`src/rtl/i2s_rx_frontend.sv`:
```
// rtl/i2s_rx_frontend.sv - I2S receiver front end producing stereo samples in the system clock domain
//
// Purpose: synchronizes an external I2S stream (bclk, lrclk, sdata) into the
// i_clk domain, captures DATA_WIDTH bits per channel MSB first, and presents
// a stereo pair with a one-cycle o_valid strobe. Slot length violations
// produce a one-cycle o_frame_err strobe and the frame is discarded.
//
// Ports:
//   i_clk        system clock, rising edge
//   i_rst        synchronous active-high reset
//   i_bclk       I2S bit clock (asynchronous)
//   i_lrclk      I2S word select, 0 = left, 1 = right (asynchronous)
//   i_sdata      I2S serial data (asynchronous)
//   o_left       last complete left sample
//   o_right      last complete right sample
//   o_valid      one-cycle pulse, o_left/o_right updated together
//   o_frame_err  one-cycle pulse, slot length violation
module i2s_rx_frontend #(
  parameter int DATA_WIDTH = 24,
  parameter int SLOT_WIDTH = 32
) (
  input  logic                  i_clk,
  input  logic                  i_rst,
  input  logic                  i_bclk,
  input  logic                  i_lrclk,
  input  logic                  i_sdata,
  output logic [DATA_WIDTH-1:0] o_left,
  output logic [DATA_WIDTH-1:0] o_right,
  output logic                  o_valid,
  output logic                  o_frame_err
);

  localparam int CW = $clog2(SLOT_WIDTH + 1);
  localparam logic [CW-1:0] DW_C   = CW'(DATA_WIDTH);
  localparam logic [CW-1:0] SLOT_C = CW'(SLOT_WIDTH);

  typedef enum logic [1:0] {
    HUNT  = 2'd0,
    LEFT  = 2'd1,
    RIGHT = 2'd2
  } state_t;

  state_t state;

  logic bclk_s1, bclk_s2, bclk_d;
  logic lr_s1, lr_s2;
  logic sd_s1, sd_s2;
  logic lr_prev;

  logic [CW-1:0]         cnt;
  logic [DATA_WIDTH-1:0] shreg;
  logic [DATA_WIDTH-1:0] left_hold;

  logic                  bclk_rise;
  logic                  lr_change;
  logic [CW-1:0]         cnt_inc;
  logic [CW-1:0]         cnt_next;
  logic                  capture;
  logic [DATA_WIDTH-1:0] shreg_next;

  always_comb begin
    bclk_rise  = bclk_s2 & ~bclk_d;
    lr_change  = lr_s2 ^ lr_prev;
    // Saturate so a stalled lrclk while hunting cannot wrap the counter.
    cnt_inc    = (cnt == SLOT_C) ? cnt : cnt + CW'(1);
    cnt_next   = lr_change ? '0 : cnt_inc;
    // The change-edge bit (cnt 0) belongs to the previous slot's padding.
    capture    = (cnt_next >= CW'(1)) && (cnt_next <= DW_C);
    shreg_next = {shreg[DATA_WIDTH-2:0], sd_s2};
  end

  always_ff @(posedge i_clk) begin
    if (i_rst) begin
      bclk_s1     <= 1'b0;
      bclk_s2     <= 1'b0;
      bclk_d      <= 1'b0;
      lr_s1       <= 1'b0;
      lr_s2       <= 1'b0;
      sd_s1       <= 1'b0;
      sd_s2       <= 1'b0;
      lr_prev     <= 1'b0;
      cnt         <= '0;
      shreg       <= '0;
      left_hold   <= '0;
      state       <= HUNT;
      o_left      <= '0;
      o_right     <= '0;
      o_valid     <= 1'b0;
      o_frame_err <= 1'b0;
    end else begin
      bclk_s1     <= i_bclk;
      bclk_s2     <= bclk_s1;
      bclk_d      <= bclk_s2;
      lr_s1       <= i_lrclk;
      lr_s2       <= lr_s1;
      sd_s1       <= i_sdata;
      sd_s2       <= sd_s1;
      o_valid     <= 1'b0;
      o_frame_err <= 1'b0;

      if (bclk_rise) begin
        lr_prev <= lr_s2;
        cnt     <= cnt_next;
        if (capture) begin
          shreg <= shreg_next;
        end

        unique case (state)
          HUNT: begin
            // Only a right-to-left change marks a frame start.
            if (lr_change && !lr_s2) begin
              state <= LEFT;
            end
          end
          LEFT: begin
            if (lr_change) begin
              if (cnt >= DW_C) begin
                state <= RIGHT;
              end else begin
                o_frame_err <= 1'b1;
                state       <= HUNT;
              end
            end else if (cnt_inc == SLOT_C) begin
              o_frame_err <= 1'b1;
              state       <= HUNT;
            end else if (cnt_next == DW_C) begin
              left_hold <= shreg_next;
            end
          end
          RIGHT: begin
            if (lr_change) begin
              if (cnt >= DW_C) begin
                state <= LEFT;
              end else begin
                o_frame_err <= 1'b1;
                state       <= HUNT;
              end
            end else if (cnt_inc == SLOT_C) begin
              o_frame_err <= 1'b1;
              state       <= HUNT;
            end else if (cnt_next == DW_C) begin
              o_left  <= left_hold;
              o_right <= shreg_next;
              o_valid <= 1'b1;
            end
          end
          default: begin
            state <= HUNT;
          end
        endcase
      end
    end
  end

endmodule

```
`config.mk`:
```
export PLATFORM = sky130hd
export DESIGN_NAME = i2s_rx_frontend
export DESIGN_NICKNAME = d
export VERILOG_FILES = /design/src/rtl/i2s_rx_frontend.sv
export SDC_FILE = /design/constraint.sdc
export NUM_CORES = 1
export LEC_CHECK = 0
export CORE_UTILIZATION = 50
export CTS_BUF_LIST = sky130_fd_sc_hd__clkbuf_4
export CTS_CLUSTER_SIZE = 24
export DETAILED_ROUTE_END_ITERATION = 16
export GPL_ROUTABILITY_DRIVEN = 0
export PLACE_DENSITY = 0.76
export SYNTH_ARGS = -nofsm -noshare
export SYNTH_HDL_FRONTEND = slang
export SYNTH_SLANG_ARGS = --single-unit
```
`constraint.sdc`:
```
create_clock -name i_clk -period 3.4 [get_ports i_clk]
set_input_delay 1.02 -clock i_clk [delete_from_list [all_inputs] [get_ports i_clk]]
set_output_delay 1.02 -clock i_clk [all_outputs]
set_load 0.005 [all_outputs]
```
==> results by group <==
Logic synthesis
  – Mean post-synth cell area: 10.7 sq um
  – Sequential area share after synthesis: 48.6%
  – Top FF cell, synth: dfxtp_1
  – Synth area leaders: dfxtp_1 (49%), mux2i_1 (21%), nand2b_1 (13%)
  – Post-Syn Area: 4650 sq um
  – Number of synthesized flops with an enable pin: 0
  – Cell taking the most area after synthesis: dfxtp_1
  – Total of warnings raised by yosys: 0
  – Cell count after synthesis: 434
  – Post-Syn Nets: 446
  – Synth unique cells: 37
  – #FFs+latches synth: 113
  – FFs w/ async S/R, synth: 0%
  – Post-synth top area share: 48.6%

Die
  – Die H: 98.5 microns
  – I/O pins: 55
  – Rows: 34
  – Initial Utilization: 52.6%
  – DIE AREA: 9700 sq um
  – Die span in x: 98.5 microns
  – Core box area: 8850 sq um

Cells and area
  – Layout area overhead: 19.8%
  – Number of diodes: 0
  – Layout cells sized above 1: 9.04%
  – # nets final: 497
  – Finished Cell Area: 5580 sq um

Timing
  – Sum Neg Setup Slack: 0 ps
  – Slew @ Worst Pin: 793 ps
  – Final Hold Fails: 0
  – Slew Limit Fails: 0
  – Worst clock skew: 13.6 ps
  – RSZ-0062 raised after global routing: no
  – Setup slack after layout: 807 ps
  – Fin crit share: 76.3%
  – F_max: 386 MHz
  – Count of final setup violators: 0
  – Period minus WS final: 2590 ps
  – Worst slew margin: 47.1%

Run status
  – Failing checks: DRC
  – Status: finished, violations left

Drt
  – Post-route ant nets: 0
  – Via density: 5.21
  – DR WL/cell: 13.9 microns
  – DR vias: 3157
  – Routed WL: 8430 microns
  – DRC: 3
  – Iteration count of the initial detailed-routing pass: 10
  – Drt first-iter violations: 116

CTS
  – CTS clk-pin slew, worst paths: 110 ps
  – Clock Tree Buf Depth: 2
  – Cts bufs inserted: 17
  – Clock Sinks: 113
  – CTS tree: done
  – Cts repair resizes: 0
  – Clk root buf: clkbuf_4
  – Worst-Skew Late Latency: 480 ps
  – Post-CTS Hold Buffers: 0
  – H-tree Lvls: 4
  – Buffer count from post-CTS setup fixing: 0

Worst hold path
  – Hold wc startpoint: lr_s1$_SDFF_PP0_
  – Hold Path End: lr_s2$_SDFF_PP0_
  – Hold Path Class: flip-flop to flip-flop
  – Hold Path Depth: 1

Setup path
  – Worst setup path class: flip-flop to flip-flop
  – CP max stage cell: dfxtp_1
  – Worst-path fanout max: 38
  – R2R Path End: o_left[21]$_SDFFE_PP0P_
  – CP Launch Point: cnt[0]$_SDFFE_PP0P_
  – Worst path most repeated cell: mux2i_1
  – Crit. End Element: flip-flop
  – R2R Path Start: cnt[0]$_SDFFE_PP0P_
  – Slowest Stage Delay on Critical Path: 490 ps
  – R2R cell count: 8
  – R2R Setup Slk: 810 ps
  – Critical Path RT: 3800 ps
  – CP cell instances: inv_1 -> ha_1 -> nor4b_2 -> mux2i_1 -> nand2_1 -> and4_2 -> buf_12 -> mux2i_1
  – Startpoint Class: flip-flop
  – CP arrival: 2990 ps

Placement
  – Placed Instance Area: 5230 sq um
  – Post-DP HPWL: 5310 microns
  – IO Port Bufs: 54
  – Pre-CTS setup slack: 829 ps

Power and ir drop
  – Peak supply drop: 0.323 mV
  – Power per cell area: 463 nW/um^2
  – Total power: 2.58 mW
  – Leakage: 1.92 nW

Global routing
  – First-pass GRT wire length: 14200 microns
  – Total track usage: 18.3%
  – Initial antenna violation count: 0
  – GRT overflow: 0
  – Vias in the first global route: 3076
  – Largest net degree at the start of global routing: 55

Flow run
  – Max cap viols: 0
-- cell families (layout without fill, tap and decap cells) --
logic type | after synthesis | count (layout) | synth area share (%)
mux | 97 | 97 | 20.9
fa+ha+maj | 7 | 7 | 1.88
compound gates | 27 | 27 | 3.90
flops | 113 | 113 | 48.6
buf+inv | 36 | 100 | 3.98
simple gates | 152 | 152 | 20.4
xor+xnor | 2 | 2 | 0.376
-- state kept, by name, indices dropped and copies added (netlist names) --
signal       count
bclk_d           1
bclk_s1          1
bclk_s2          1
cnt              6
left_hold       24
lr_prev          1
lr_s1            1
lr_s2            1
o_frame_err      1
o_left          24
o_right         24
o_valid          1
sd_s1            1
sd_s2            1
shreg           23
state            2
-- report_power, final --
| part | switching (mW) | leakage [nW] | internal (mW) |
|---|---|---|---|
| logic | 0.0346 | 0.833 | 0.0355 |
| clock network | 0.516 | 0.180 | 0.666 |
| registers | 0.00276 | 0.911 | 1.33 |
-- synthesized netlist by cell type, types with 3 or more instances --
cell      instances
nand2_1           9
buf_4             6
nor2b_1           9
dfxtp_1         113
nor2_1            5
clkbuf_1         15
buf_6             3
nor3_1            6
o21ai_0           6
nand3_1           5
ha_1              7
nand2b_1         99
a21oi_1          10
mux2i_1          97
buf_2             4
inv_1             8
-- final cells by class --
type                       count  area, sq um
fill                         703         3270
multi-input combinational    285         2210
inverter                       8         30.0
timing repair buffer          60          593
clock buffer                  18          135
sequential                   113         2260
clock inverter                14          214
tap                          108          135
-- placed cells by master, fill, tap and decap left out, types with 4 or more instances in the layout --
cell type          n
a21oi_1           10
buf_4              5
bufinv_16          5
clkbuf_4          18
clkdlybuf4s50_1   53
clkinv_4           4
dfxtp_1          113
ha_1               7
inv_1              8
mux2i_1           97
nand2_1            9
nand2b_1          99
nand3_1            5
nor2_1             5
nor2b_1            9
nor3_1             6
o21ai_0            6
-- per-stage QoR --
step	hold slack, ps	std cells	utilization [%]
2_1_floorplan	414	434	-
3_3_place_gp	419	574	59.1
4_1_cts	453	606	63.0
5_1_grt	470	606	63.0
6_report	449	606	63.0
3_5_place_dp	435	574	59.1
-- worst max-delay path by stage --
stage | end | cells after the start
after floorplan | shreg[10]$_SDFFE_PP0P_ | 9
after global placement | o_right[10]$_SDFFE_PP0P_ | 4
after detailed placement | shreg[12]$_SDFFE_PP0P_ | 4
after CTS | o_left[22]$_SDFFE_PP0P_ | 8
after global routing | o_left[16]$_SDFFE_PP0P_ | 8
final | o_left[21]$_SDFFE_PP0P_ | 8
-- layer usage --
layer  vias up  GRT usage (%)  part of all wire [%]
li1       1583              -                     -
met1      1501           23.2                    48
met2        67           29.7                    47
met3         6           5.25                   4.0
met4         0           7.00                  0.75
met5         -              0                     0
-- critical path, delay by kind of cell (launching register included) --
| kind | cells | cell delay [ps] |
|---|---|---|
| adder cells (fa/ha/maj) | 1 | 350 |
| buffers and inverters | 2 | 390 |
| flip-flops | 1 | 490 |
| multiplexers | 2 | 390 |
| AND/OR/NAND/NOR | 3 | 840 |
Power figures use the tool's default switching activity.
